$ cat config.mk
export PLATFORM = sky130hd
export DESIGN_NAME = lfsr_rng_ranged_flat
export DESIGN_NICKNAME = d
export VERILOG_FILES = /design/src/rtl/lfsr_rng_ranged_if.sv /design/src/rtl/lfsr_rng_ranged.sv /design/src/flat_wrapper.sv
export SDC_FILE = /design/constraint.sdc
export NUM_CORES = 1
export LEC_CHECK = 0
export BUFFER_PORTS_ARGS = -buffer_cell sky130_fd_sc_hd__buf_2
export CAP_MARGIN = 5
export CORE_ASPECT_RATIO = 0.6
export CORE_MARGIN = 1.5
export CORE_UTILIZATION = 56
export CTS_CLUSTER_SIZE = 16
export DETAILED_ROUTE_END_ITERATION = 8
export MAX_ROUTING_LAYER = met4
export PLACE_DENSITY_LB_ADDON = 0.3
export REMOVE_ABC_BUFFERS = 1
export SYNTH_ARGS = -nofsm -noshare
export SYNTH_HDL_FRONTEND = slang
export SYNTH_SLANG_ARGS = --single-unit
$ cat constraint.sdc
create_clock -name clk -period 4.5 [get_ports clk]
set_clock_uncertainty 0.05 [all_clocks]
set_input_delay 0 -clock clk [delete_from_list [all_inputs] [get_ports clk]]
set_output_delay 0 -clock clk [all_outputs]
set_load 0.02 [all_outputs]
$ cat src/rtl/lfsr_rng_ranged_if.sv
// rtl/lfsr_rng_ranged_if.sv - request/seed/result bundle for the ranged LFSR random source
//
// Ports (grouped signals):
//   seed_load  1      load seed into the LFSR on this edge
//   seed       WIDTH  seed value (0 is replaced by 1)
//   req        1      request a ranged number, sampled only while idle
//   modulus    WIDTH  modulus captured with an accepted req, 0 = raw snapshot
//   busy       1      reduction in progress
//   valid      1      one-cycle pulse, value updated
//   value      WIDTH  last result, held until the next valid
//   state      WIDTH  live LFSR register
// Modports: master = requester side (game FSM), slave = generator side.
interface lfsr_rng_ranged_if #(
  parameter int WIDTH = 10
);
  logic             seed_load;
  logic [WIDTH-1:0] seed;
  logic             req;
  logic [WIDTH-1:0] modulus;
  logic             busy;
  logic             valid;
  logic [WIDTH-1:0] value;
  logic [WIDTH-1:0] state;

  modport master (
    output seed_load, seed, req, modulus,
    input  busy, valid, value, state
  );

  modport slave (
    input  seed_load, seed, req, modulus,
    output busy, valid, value, state
  );
endinterface

$ cat src/rtl/lfsr_rng_ranged.sv
// rtl/lfsr_rng_ranged.sv - free-running Galois LFSR with on-demand modulo-reduced output
//
// Ports:
//   clk    in   single rising-edge clock
//   reset  in   synchronous, active-high
//   bus    slave modport of lfsr_rng_ranged_if (seed_load, seed, req, modulus in;
//          busy, valid, value, state out)
// Parameters:
//   WIDTH       LFSR/seed/modulus/result width, 4..16
//   TAPS        Galois feedback mask in right-shift form, must be maximal-length
//   RESET_SEED  LFSR value after reset, nonzero
module lfsr_rng_ranged #(
  parameter int               WIDTH      = 10,
  parameter logic [WIDTH-1:0] TAPS       = WIDTH'(10'h240),
  parameter logic [WIDTH-1:0] RESET_SEED = WIDTH'(1)
) (
  input  logic              clk,
  input  logic              reset,
  lfsr_rng_ranged_if.slave  bus
);

  localparam int CW = $clog2(WIDTH);

  typedef enum logic {
    IDLE,
    REDUCE
  } fsm_t;

  fsm_t             fsm_q, fsm_d;
  logic [WIDTH-1:0] lfsr_q, lfsr_d;
  logic [WIDTH-1:0] snap_q, snap_d;
  logic [WIDTH-1:0] mod_q, mod_d;
  logic [WIDTH-1:0] rem_q, rem_d;
  logic [WIDTH-1:0] value_q, value_d;
  logic [CW-1:0]    cnt_q, cnt_d;
  logic             valid_q, valid_d;
  // Partial remainder is < mod before the shift, so the shifted value needs one
  // extra bit; after the conditional subtract it fits back into WIDTH bits.
  logic [WIDTH:0]   rem_shift;

  always_ff @(posedge clk) begin
    if (reset) begin
      fsm_q   <= IDLE;
      lfsr_q  <= RESET_SEED;
      snap_q  <= '0;
      mod_q   <= '0;
      rem_q   <= '0;
      cnt_q   <= '0;
      value_q <= '0;
      valid_q <= 1'b0;
    end else begin
      fsm_q   <= fsm_d;
      lfsr_q  <= lfsr_d;
      snap_q  <= snap_d;
      mod_q   <= mod_d;
      rem_q   <= rem_d;
      cnt_q   <= cnt_d;
      value_q <= value_d;
      valid_q <= valid_d;
    end
  end

  always_comb begin
    fsm_d     = fsm_q;
    snap_d    = snap_q;
    mod_d     = mod_q;
    rem_d     = rem_q;
    cnt_d     = cnt_q;
    value_d   = value_q;
    valid_d   = 1'b0;
    rem_shift = {rem_q, snap_q[cnt_q]};

    // The LFSR runs independently of the reducer; a seed load only replaces
    // the shift, it never touches a reduction already in flight.
    if (bus.seed_load) begin
      lfsr_d = (bus.seed == '0) ? WIDTH'(1) : bus.seed;
    end else begin
      lfsr_d = (lfsr_q >> 1) ^ (lfsr_q[0] ? TAPS : '0);
    end

    case (fsm_q)
      IDLE: begin
        if (bus.req) begin
          // Snapshot the pre-update register, even when a seed load lands on the same edge.
          snap_d = lfsr_q;
          mod_d  = bus.modulus;
          rem_d  = '0;
          cnt_d  = CW'(WIDTH - 1);
          fsm_d  = REDUCE;
        end
      end
      REDUCE: begin
        // One restoring-division step per edge, MSB first; always WIDTH steps
        // so latency does not depend on the operands.
        if (rem_shift >= {1'b0, mod_q}) begin
          rem_d = WIDTH'(rem_shift - {1'b0, mod_q});
        end else begin
          rem_d = rem_shift[WIDTH-1:0];
        end
        if (cnt_q == '0) begin
          value_d = (mod_q == '0) ? snap_q : rem_d;
          valid_d = 1'b1;
          fsm_d   = IDLE;
        end else begin
          cnt_d = cnt_q - CW'(1);
        end
      end
      default: fsm_d = IDLE;
    endcase
  end

  assign bus.busy  = (fsm_q == REDUCE);
  assign bus.valid = valid_q;
  assign bus.value = value_q;
  assign bus.state = lfsr_q;

endmodule
$ cat src/flat_wrapper.sv
// flat-port wrapper written by rule: the top's interface ports become plain ports
module lfsr_rng_ranged_flat 
#(
  parameter int               WIDTH      = 10,
  parameter logic [WIDTH-1:0] TAPS       = WIDTH'(10'h240),
  parameter logic [WIDTH-1:0] RESET_SEED = WIDTH'(1)
)
  (clk, reset, bus_seed_load, bus_seed, bus_req, bus_modulus, bus_busy, bus_valid, bus_value, bus_state);
  lfsr_rng_ranged_if #(.WIDTH(WIDTH)) bus_i ();
  input  logic clk;
  input  logic reset;
  input wire logic [$bits(bus_i.seed_load)-1:0] bus_seed_load;
  input wire logic [$bits(bus_i.seed)-1:0] bus_seed;
  input wire logic [$bits(bus_i.req)-1:0] bus_req;
  input wire logic [$bits(bus_i.modulus)-1:0] bus_modulus;
  output wire logic [$bits(bus_i.busy)-1:0] bus_busy;
  output wire logic [$bits(bus_i.valid)-1:0] bus_valid;
  output wire logic [$bits(bus_i.value)-1:0] bus_value;
  output wire logic [$bits(bus_i.state)-1:0] bus_state;
  assign bus_i.seed_load = bus_seed_load;
  assign bus_i.seed = bus_seed;
  assign bus_i.req = bus_req;
  assign bus_i.modulus = bus_modulus;
  assign bus_busy = bus_i.busy;
  assign bus_valid = bus_i.valid;
  assign bus_value = bus_i.value;
  assign bus_state = bus_i.state;
  lfsr_rng_ranged #(.WIDTH(WIDTH), .TAPS(TAPS), .RESET_SEED(RESET_SEED)) u_core (.clk(clk), .reset(reset), .bus(bus_i));
endmodule
==> results of run 1 <==
-- tightest hold or removal path: cells and delay by family --
kind / cells / cell delay, ns
buffers and inverters: 1 / 0.20
and+or+nand+nor: 2 / 0.12
AOI/OAI and AO/OA: 1 / 0.11
-- final cells by class --
type                       count  area, um2
fill                         357       1370
timing repair buffer          66        433
clock buffer                   5       68.8
inverter                      16       60.1
sequential                    56       1120
clock inverter                 3       18.8
tap                           63       78.8
multi-input combinational    255       1590
-- flip-flops by register name, indices dropped and copies added (netlist names) --
name and cells:
u_core.bus.busy 1, u_core.bus.state 10, u_core.bus.valid 1, u_core.bus.value 10, u_core.mod_q 10, u_core.rem_q 10
u_core.snap_q 10, u_core.cnt_q 4
-- power groups by stage --
stage | logic (mW) | registers (mW) | clock network, mW
6_report | 0.488 | 0.572 | 0.275
5_1_grt | 0.540 | 0.577 | 0.301
4_1_cts | 0.480 | 0.570 | 0.274
3_5_place_dp | 0.462 | 0.581 | 0
3_3_place_gp | 0.460 | 0.580 | 0
2_1_floorplan | 0.336 | 0.589 | 0
-- through the flow --
| stage | cell area [um2] | power [mW] |
|---|---|---|
| floorplan | 2770 | 0.926 |
| global placement | 3080 | 1.04 |
| detailed placement | 3080 | 1.04 |
| CTS | 3370 | 1.32 |
| global route | 3370 | 1.42 |
| finish | 3370 | 1.33 |
-- worst max path at each step --
stage / start / cells past startpoint / endpoint
final: u_core.cnt_q[0]$_SDFFE_PP0P_ / 14 / u_core.bus.value[8]$_SDFFE_PP0P_
after global routing: u_core.cnt_q[0]$_SDFFE_PP0P_ / 14 / u_core.bus.value[8]$_SDFFE_PP0P_
after CTS: u_core.cnt_q[0]$_SDFFE_PP0P_ / 14 / u_core.bus.value[8]$_SDFFE_PP0P_
after detailed placement: u_core.cnt_q[0]$_SDFFE_PP0P_ / 14 / u_core.bus.value[8]$_SDFFE_PP0P_
after global placement: u_core.cnt_q[0]$_SDFFE_PP0P_ / 14 / u_core.bus.value[8]$_SDFFE_PP0P_
after floorplan: u_core.cnt_q[0]$_SDFFE_PP0P_ / 14 / u_core.bus.value[8]$_SDFFE_PP0P_
-- cells in the final DEF, fill, tap and decap left out, drive strengths merged, types with 12 or more instances in the layout --
cell type,count
inv,16
o21ai,15
nand2,56
nor2,28
dfxtp,56
dlygate4sd3,20
ha,12
a21oi,45
buf,46
mux2i,14
-- cell families (layout without fill, tap and decap cells) --
logic type	count (synthesis)	after routing	share of synthesized area, %
AOI/OAI and AO/OA	86	86	18.2
buffers and inverters	36	90	4.92
xor gates and xnor gates	10	10	3.08
adders and majority gates	13	13	5.98
muxes	20	20	8.09
DFF	56	56	39.4
and+or+nand+nor	126	126	20.3
-- layer usage --
layer	vias to the layer above	global-route usage [%]	part of all wire, %
met4	0	5.97	0.77
met3	9	7.48	10
li1	1312	-	-
met5	-	-	0
met2	142	40.5	40
met1	1255	45.4	49
==> run_results.csv, run 1 <==
group,metric,value,unit
run_status,outcome,"completed",
clocking,cts_tree,"yes",
grt,grt_first_pass_wirelength,12.3,mm
synth,synth_top_area_cell,"dfxtp_1",
floorplan,core,0.00473,mm2
floorplan,chipWidth,95.0,um
pwr,seq_power_share,42.8,%
hold_path,hold_path_depth,4,
critical_path,worstSetupPathType,"reg2reg",
floorplan,pin_count,46,
synth,yosysSeqAreaShare,39.4,%
hold_path,hold_end,"u_core.rem_q[2]$_SDFFE_PP0P_",
critical_path,r2r_start,"u_core.cnt_q[0]$_SDFFE_PP0P_",
critical_path,crit_family,"compound AO/OA/AOI/OAI gates",
critical_path,r2r-end,"u_core.bus.value[8]$_SDFFE_PP0P_",
floorplan,num_rows,19,
placed_design,place_hpwl,5.08,mm
clocking,cts_max_level,2,
route,num_vias,2718,
synth,avgSynthCellArea,8.20,um2
clocking,cts_hold_buf,20,
critical_path,r2r.worst_path.cells,14,
synth,synth-seq-cells,56,
grt,grt.overflow.total,0,
timing,min_period,3.53,ns
grt,grt_pass1_vias,2445,
critical_path,worstSetupEndpointType,"register",
synth,netlist.area_leader.share,39.4,%
job,max_cap_viol_count,0,
cells_and_area,drive_above_1_share,16.7,%
hold_path,worstHoldPathType,"in2reg",
critical_path,cp_cell_sequence,"mux4_2 -> nand2_1 -> a21oi_1 -> a31oi_1 -> ha_1 -> inv_1 -> fa_1 -> nand3_1 -> a21oi_1 -> nor3_1 -> xnor2_1 -> mux2i_1 -> a2111oi_1 -> a31o_1",
route,ant_nets,0,
placed_design,post-place-cells,436,
critical_path,arrival,3.74,ns
clocking,clk_pin_slew,0.10,ns
critical_path,rrSetupSlack,0.97,ns
pwr,power_density,397,mW/mm2
critical_path,slowest_stage,"mux4_2",
placed_design,io_buffers,45,
clocking,root_buffer,"clkbuf_8",
timing,max_slew_margin,39.3,%
synth,yosys_warnings,0,
cells_and_area,fin_cells,464,
clocking,insertion_delay,0.31,ns
route,drtIter0Drc,308,
pwr,peakVddDrop,0.190,mV
synth,netlist_instances,347,
route,wirelength,7.43,mm
grt,antenna_found_initial,0,
cells_and_area,syn2layout_area_growth,18.2,%
pwr,power_frac_comb,36.6,%
synth,synth_area,0.00285,mm2
route,firstDrtPassIters,5,
timing,worst_slack,0.971,ns
grt,grt_max_degree,49,
synth,synth_area_leaders,"dfxtp_1 (39%), a21oi_1 (7.6%), nand2_1 (7.4%)",
pwr,pwr-share-clk,20.6,%
clocking,clockBufferDepth,2,
synth,synth_edf_count,0,
route,vias_per_cell,5.86,
critical_path,cp_common_cell,"a21oi_1",
critical_path,path_max_fanout,7,
critical_path,critPathRequiredTime,4.71,ns
cells_and_area,nets,437,
synth,synth_commonest_cells,"dfxtp_1 (56), nand2_1 (56), a21oi_1 (43)",
critical_path,start_kind,"register",
floorplan,die_y,58.2,um
timing,hold_viol_final,0,
timing,hold_ws,0.102,ns
floorplan,die_area,0.00553,mm2
clocking,cts_resized,0,
cells_and_area,fin_util,71.1,%
clocking,post-cts-setup-buffer-count,0,
timing,rsz0062_at_grt,"no",
pwr,p_switching,0.479,mW
route,wire_per_inst,16.0,um
synth,synth_cell_types,44,
timing,maxSlewViolCount,0,
grt,grt_use_total,30.2,%
cells_and_area,diodes,0,
critical_path,crit_buf_inv,1,
clocking,cts_inserted_buffers,5,
clocking,cts.sinks,56,
timing,worst_slew_pin_slew,0.911,ns
pwr,p_int,0.856,mW
pwr,p_sw_share,35.9,%
floorplan,initial_core_util,60.2,%
timing,fin_tns_setup,0,ns
hold_path,holdCritStartpoint,"bus_req",
route,drc,0,
pwr,power_leakage,1.42,nW
synth,synth-async-reset-ratio,0,%
timing,period_share,78.4,%
placed_design,globalplace.congestion,0.876,
synth,yosys_most_used_dff,"dfxtp_1",
timing,max_freq,283,MHz
placed_design,place_ws,1.08,ns
critical_path,cpPeakStageDelay,0.54,ns
timing,setup_viol,0,
(Power assumes the default switching activity.)
==> run 2, diff against run 1 <==
--- a/config.mk
+++ b/config.mk
@@ -5,11 +5,12 @@
 export SDC_FILE = /design/constraint.sdc
 export NUM_CORES = 1
 export LEC_CHECK = 0
+export ABC_AREA = 1
 export BUFFER_PORTS_ARGS = -buffer_cell sky130_fd_sc_hd__buf_2
 export CAP_MARGIN = 5
 export CORE_ASPECT_RATIO = 0.6
 export CORE_MARGIN = 1.5
-export CORE_UTILIZATION = 56
+export CORE_UTILIZATION = 57
 export CTS_CLUSTER_SIZE = 16
 export DETAILED_ROUTE_END_ITERATION = 8
 export MAX_ROUTING_LAYER = met4
==> constraint.sdc (replaced) <==
create_clock -name clk -period 3.48 [get_ports clk]
set_clock_uncertainty 0.05 [all_clocks]
set_input_delay 0 -clock clk [delete_from_list [all_inputs] [get_ports clk]]
set_output_delay 0 -clock clk [all_outputs]
set_load 0.02 [all_outputs]
==> run 2 against run 1 <==
Effect of this change:
- power increased by 32%
- setup slack worse by 0.32 ns
- synthesized area rose by 5.2%
- clock power increased by 38%
- maximum frequency increased by 25%
- critical endpoint unchanged
==> run_results.csv, run 2 <==
group,metric,value,unit
placed_design,place_hpwl,5.59,mm
floorplan,core,0.00505,mm2
clocking,cts_tree,"yes",
floorplan,num_rows,20,
critical_path,cp.depth,16,
clocking,cts.sinks,56,
hold_path,hold_path_depth,3,
synth,avgSynthCellArea,6.63,um2
floorplan,pin_count,46,
grt,antenna_found_initial,0,
critical_path,critPathRequiredTime,3.68,ns
critical_path,start_kind,"register",
clocking,clockBufferDepth,2,
cells_and_area,drive_above_1_share,11.9,%
timing,worst_slew_pin_slew,0.815,ns
timing,max_slew_margin,45.6,%
critical_path,worstSetupEndpointType,"register",
critical_path,cpPeakStageDelay,0.47,ns
pwr,pwr-share-clk,21.5,%
route,ant_nets,0,
cells_and_area,nets,548,
cells_and_area,fin_util,70.9,%
timing,period_share,81.2,%
placed_design,io_buffers,45,
floorplan,initial_core_util,59.3,%
pwr,p_sw_share,39.0,%
synth,synth-seq-cells,56,
synth,synth_edf_count,0,
cells_and_area,fillCellCount,428,
cells_and_area,final_common_cell,"nand2_1",
clocking,cts_inserted_buffers,5,
clocking,root_buffer,"clkbuf_8",
timing,fin_tns_setup,0,ns
critical_path,path_max_fanout,11,
cells_and_area,diodes,0,
hold_path,worstHoldPathType,"in2reg",
timing,hold_viol_final,0,
critical_path,slowest_stage,"dfxtp_1",
placed_design,dpl_cell_area,0.00324,mm2
grt,grt_first_pass_wirelength,12.4,mm
pwr,peakVddDrop,0.266,mV
grt,grt_pass1_vias,2680,
grt,grt_max_degree,32,
critical_path,arrival,3.03,ns
job,max_cap_viol_count,0,
synth,yosysSeqAreaShare,37.4,%
synth,synth_area_leaders,"dfxtp_1 (37%), nand2_1 (14%), a21oi_1 (7.0%)",
pwr,p_switching,0.690,mW
route,vias_per_cell,5.41,
route,firstDrtPassIters,5,
clocking,clk_pin_slew,0.11,ns
floorplan,die_y,59.2,um
synth,synth_area,0.00300,mm2
route,wirelength,7.71,mm
synth,yosys_most_used_dff,"dfxtp_1",
route,drc,0,
pwr,seq_power_share,41.9,%
timing,rsz0062_at_grt,"no",
synth,synth_top_area_cell,"dfxtp_1",
critical_path,crit_family,"simple AND/OR/NAND/NOR gates",
synth,synth_commonest_cells,"nand2_1 (113), dfxtp_1 (56), inv_1 (52)",
pwr,power_density,493,mW/mm2
synth,netlist.area_leader.share,37.4,%
clocking,cts_resized,0,
floorplan,chipWidth,96.6,um
synth,yosys.cell_count.top_type,"nand2_1",
clocking,cts_max_level,2,
critical_path,cp_cell_sequence,"inv_1 -> nand2_1 -> nand3_1 -> nand2_1 -> nand2_1 -> nand3_1 -> inv_1 -> ha_1 -> nand2_1 -> nor2_1 -> nand3_1 -> nand4_2 -> nand3_1 -> nand3_1 -> nand2_1 -> a21oi_1",
run_status,outcome,"completed",
synth,yosys_warnings,0,
critical_path,r2r.worst_path.cells,16,
synth,netlist_instances,452,
timing,maxSlewViolCount,0,
pwr,power_leakage,1.79,nW
route,wire_per_inst,13.3,um
cells_and_area,syn2layout_area_growth,19.6,%
grt,grt_use_total,29.3,%
grt,grt.overflow.total,0,
placed_design,globalplace.congestion,0.924,
pwr,p_int,1.08,mW
synth,synth_cell_types,31,
synth,synth-async-reset-ratio,0,%
timing,max_freq,354,MHz
critical_path,worstSetupPathType,"reg2reg",
timing,min_period,2.83,ns
timing,setup_viol,0,
clocking,insertion_delay,0.32,ns
route,num_vias,3128,
cells_and_area,post-route-cell-area,0.00358,mm2
cells_and_area,final_cell_mix,"nand2_1 (113), dfxtp_1 (56), inv_1 (52), nor2_1 (51), buf_2 (45)",
floorplan,die_area,0.00571,mm2
route,drtIter0Drc,232,
critical_path,crit_buf_inv,2,
pwr,power_frac_comb,36.6,%
-- run 2: cell count changes after synthesis, sizes merged, moves of 4 or more --
cell    delta
a31o       -5
a31oi      -4
inv       +37
mux2       -4
mux2i     -14
nand2     +58
nand2b     -6
nand3     +29
nor2      +24
nor3       -5
nor3b      -5
o21ai     +25
xnor2      -6
-- run 2: cell type report --
class / count / area [um2] / share of cell area (%)
Timing Repair Buffer: 71 / 483 / 13.5
Sequential cell: 56 / 1120 / 31.3
Clock inverter: 3 / 27.5 / 0.768
Multi-Input combinational cell: 324 / 1600 / 44.7
Tap cell: 66 / 82.6 / 2.30
Inverter: 53 / 199 / 5.55
Clock buffer: 5 / 68.8 / 1.92
-- run 2: power groups by stage --
stage | Sequential (mW) | Combinational, mW | Clock, mW
detailed placement | 0.754 | 0.609 | 0
global route | 0.748 | 0.734 | 0.400
floorplan | 0.764 | 0.439 | 0
global placement | 0.754 | 0.598 | 0
finish | 0.741 | 0.647 | 0.379
CTS | 0.740 | 0.635 | 0.380
-- run 2: what timing repair did --
action                                 4_1_cts  5_1_grt
setup buffers                                0        0
hold buffers                                25        0
endpoints found under the hold margin       20        0
-- run 2: path summary, 6_finish.rpt --
path | startpoint | to | slack (ns)
worst max-delay path | u_core.cnt_q[0]$_SDFFE_PP0P_ | u_core.bus.value[8]$_SDFFE_PP0P_ | 0.65
worst min-delay path | bus_seed_load | u_core.bus.state[4]$_SDFF_PP0_ | 0.01
worst max register to register | u_core.cnt_q[0]$_SDFFE_PP0P_ | u_core.bus.value[8]$_SDFFE_PP0P_ | 0.65
worst min register to register | u_core.bus.value[6]$_SDFFE_PP0P_ | u_core.bus.value[6]$_SDFFE_PP0P_ | 0.42
-- run 2: logic make-up after synthesis --
kind of cell	synth area share, %
adder cells (fa/ha/maj)	5.68
XOR/XNOR	1.17
AND/OR/NAND/NOR	30.8
buffers and inverters	9.11
AO/OA/AOI/OAI	15.8
flip-flops	37.4
-- run 2: through the flow --
step / setup slack (ns) / total power, mW / hold WS, ns / cells
2_1_floorplan: 1.23 / 1.20 / 0.0191 / 433
3_3_place_gp: 0.892 / 1.35 / 0.171 / 545
3_5_place_dp: 0.742 / 1.36 / 0.177 / 545
4_1_cts: 0.714 / 1.76 / 0.000698 / 578
5_1_grt: 0.331 / 1.88 / 0.0615 / 578
6_report: 0.653 / 1.77 / 0.0106 / 578
-- run 2: worst register-to-register path: stages (launching register included) --
cell	delay, ns
dfxtp_1	0.47
inv_1	0.18
nand2_1	0.11
nand3_1	0.06
nand2_1	0.06
nand2_1	0.04
nand3_1	0.10
inv_1	0.07
ha_1	0.28
nand2_1	0.05
nor2_1	0.08
nand3_1	0.35
nand4_2	0.39
nand3_1	0.16
nand3_1	0.12
nand2_1	0.07
a21oi_1	0.11
-- run 2: routing by layer --
layer | global-route usage [%] | vias to the layer above | routed length [um]
met5 | - | - | 0
met4 | 5.18 | 0 | 51
met3 | 6.15 | 6 | 565
met2 | 41.7 | 127 | 3180
met1 | 43.1 | 1415 | 3910
li1 | - | 1580 | -
==> run 3, diff against run 2 <==
--- a/config.mk
+++ b/config.mk
@@ -5,12 +5,12 @@
 export SDC_FILE = /design/constraint.sdc
 export NUM_CORES = 1
 export LEC_CHECK = 0
-export ABC_AREA = 1
+export ABC_AREA = 0
 export BUFFER_PORTS_ARGS = -buffer_cell sky130_fd_sc_hd__buf_2
 export CAP_MARGIN = 5
 export CORE_ASPECT_RATIO = 0.6
 export CORE_MARGIN = 1.5
-export CORE_UTILIZATION = 57
+export CORE_UTILIZATION = 56
 export CTS_CLUSTER_SIZE = 16
 export DETAILED_ROUTE_END_ITERATION = 8
 export MAX_ROUTING_LAYER = met4
==> constraint.sdc (replaced) <==
create_clock -name clk -period 2.85 [get_ports clk]
set_clock_uncertainty 0.05 [all_clocks]
set_input_delay 0 -clock clk [delete_from_list [all_inputs] [get_ports clk]]
set_output_delay 0 -clock clk [all_outputs]
set_load 0.02 [all_outputs]
==> run 3 against run 2 <==
Effect of this change:
- the run now ends with setup timing left
- largest cell class unchanged
- largest power group is now combinational cells
- critical endpoint is now u_core.rem_q[2]$_SDFFE_PP0P_
- setup slack worse by 0.83 ns
- wire length grew 18%
- highest routed layer unchanged
- sequential power increased by 21%
- critical path type unchanged
==> run_results.csv, run 3 (same netlist as run 1, synthesis figures left out) <==
group,metric,value,unit
clocking,clk_pin_slew,0.11,ns
critical_path,rrSetupSlack,-0.18,ns
pwr,power_leakage,1.62,nW
clocking,cts_max_level,2,
floorplan,pin_count,46,
floorplan,initial_core_util,60.2,%
timing,worst_slew_pin_slew,0.674,ns
route,vias_per_cell,6.03,
pwr,total_power,2.59,mW
placed_design,place_hpwl,5.67,mm
route,wire_per_inst,18.2,um
critical_path,crit_buf_inv,4,
clocking,root_buffer,"clkbuf_8",
timing,setup_viol,19,
clocking,cts_inserted_buffers,5,
critical_path,r2r-end,"u_core.rem_q[2]$_SDFFE_PP0P_",
timing,maxSlewViolCount,0,
timing,max_freq,330,MHz
placed_design,globalplace.congestion,0.901,
grt,grt_first_pass_wirelength,13.4,mm
critical_path,arrival,3.18,ns
cells_and_area,nets,473,
critical_path,slowest_stage,"mux4_2",
cells_and_area,multi_input_area,0.00174,mm2
timing,hold_viol_final,0,
timing,period_share,106,%
cells_and_area,seqCellArea,0.00112,mm2
cells_and_area,syn2layout_area_growth,34.2,%
route,wirelength,9.11,mm
cells_and_area,fin_cells,500,
clocking,clockBufferDepth,2,
hold_path,worstHoldPathType,"in2reg",
critical_path,path_max_fanout,4,
critical_path,cpPeakStageDelay,0.51,ns
floorplan,chipWidth,95.0,um
route,ant_nets,0,
placed_design,io_buffers,45,
hold_path,hold_path_depth,4,
timing,hold_ws,0.0797,ns
grt,grt_pass1_vias,2676,
run_status,violations,"setup timing",
pwr,power_density,678,mW/mm2
hold_path,holdCritStartpoint,"bus_seed_load",
route,firstDrtPassIters,5,
critical_path,r2r.worst_path.cells,14,
floorplan,die_area,0.00553,mm2
clocking,cts_tree,"yes",
pwr,peakVddDrop,0.408,mV
job,max_cap_viol_count,0,
route,drtIter0Drc,318,
route,num_vias,3016,
floorplan,core,0.00473,mm2
critical_path,cp_cell_sequence,"mux4_2 -> nand2_2 -> a21oi_2 -> a31oi_2 -> ha_2 -> inv_2 -> fa_2 -> buf_4 -> buf_4 -> buf_4 -> xor2_1 -> mux2_4 -> a21oi_2 -> nor2_1",
grt,grt_max_degree,42,
cells_and_area,final_cell_mix,"dfxtp_1 (55), nand2_1 (54), buf_2 (45), a21oi_1 (35), buf_4 (32)",
critical_path,worstSetupEndpointType,"register",
floorplan,num_rows,19,
clocking,insertion_delay,0.32,ns
cells_and_area,fin_util,80.7,%
cells_and_area,drive_above_1_share,29.7,%
grt,grt_use_total,33.7,%
critical_path,critPathRequiredTime,3.00,ns
placed_design,post-place-cells,463,
timing,rsz0062_at_grt,"yes",
route,drc,0,
cells_and_area,diodes,0,
critical_path,worstSetupPathType,"reg2reg",
critical_path,crit_family,"multiplexers",
timing,max_slew_margin,54.7,%
critical_path,cp_common_cell,"buf_4",
cells_and_area,fillCellCount,277,
timing,min_period,3.03,ns
critical_path,start_kind,"register",
critical_path,r2r_start,"u_core.cnt_q[0]$_SDFFE_PP0P_",
timing,worst_slack,-0.176,ns
floorplan,die_y,58.2,um
run_status,outcome,"finished with violations",
hold_path,hold_end,"u_core.bus.state[0]$_SDFF_PP1_",
cells_and_area,final_common_cell,"dfxtp_1",
clocking,cts.sinks,56,
grt,antenna_found_initial,0,
grt,grt.overflow.total,0,
[run 3: final cells by class]
class | instances | share of cell area [%]
clock inverters | 2 | 0.491
repair buffers | 101 | 18.6
clock buffers | 6 | 2.16
multi-input cells | 256 | 45.7
well taps | 63 | 2.06
flip-flops and latches | 56 | 29.5
inverters | 16 | 1.57
[run 3: metal layers]
| layer | vias to the layer above | GRT usage (%) | wire [um] |
|---|---|---|---|
| met1 | 1387 | 47.1 | 4050 |
| met5 | - | - | 0 |
| li1 | 1383 | - | - |
| met2 | 210 | 47.9 | 3840 |
| met4 | 0 | 10.0 | 279 |
| met3 | 36 | 8.66 | 941 |
[run 3: metrics by stage]
step           setup WS [ns]  instance area, um2  setup TNS, ns
4_1_cts               -0.103                3690         -0.816
5_1_grt               -0.328                3820          -4.22
3_3_place_gp          -0.222                3280          -2.00
2_1_floorplan         -0.250                2770         -0.445
6_report              -0.176                3820          -2.24
3_5_place_dp          -0.340                3280          -3.83
[run 3: repair_timing]
| item | in CTS | in global routing |
|---|---|---|
| endpoints found under the setup margin | 20 | 20 |
| gates resized for setup | 22 | 23 |
| pin swaps | 16 | 3 |
| gates cloned | 1 | 0 |
| endpoints found under the hold margin | 21 | 0 |
| hold buffers | 21 | 0 |
| setup buffers | 3 | 4 |
[run 3: worst max path at each step]
stage,cells past startpoint,from,slack (ns),to
2_1_floorplan,14,u_core.cnt_q[0]$_SDFFE_PP0P_,-0.25,u_core.bus.value[8]$_SDFFE_PP0P_
3_3_place_gp,14,u_core.cnt_q[0]$_SDFFE_PP0P_,-0.22,u_core.bus.value[8]$_SDFFE_PP0P_
3_5_place_dp,14,u_core.cnt_q[0]$_SDFFE_PP0P_,-0.34,u_core.bus.value[8]$_SDFFE_PP0P_
4_1_cts,14,u_core.cnt_q[0]$_SDFFE_PP0P_,-0.10,u_core.bus.value[8]$_SDFFE_PP0P_
5_1_grt,14,u_core.cnt_q[0]$_SDFFE_PP0P_,-0.33,u_core.bus.value[8]$_SDFFE_PP0P_
6_report,14,u_core.cnt_q[0]$_SDFFE_PP0P_,-0.18,u_core.rem_q[2]$_SDFFE_PP0P_
[run 3: report_power, final]
group / switching (mW) / internal [mW]
combinational: 0.628 / 0.573
sequential: 0.0573 / 0.843
clock: 0.285 / 0.204
total: 0.970 / 1.62
[run 3: worst reg2reg max path, cell delays in order (launching register included)]
cell     delay [ns]
dfxtp_4        0.39
mux4_2         0.51
nand2_2        0.08
a21oi_2        0.06
a31oi_2        0.19
ha_2           0.21
inv_2          0.05
fa_2           0.37
buf_4          0.14
buf_4          0.12
buf_4          0.13
xor2_1         0.16
mux2_4         0.30
a21oi_2        0.12
nor2_1         0.04
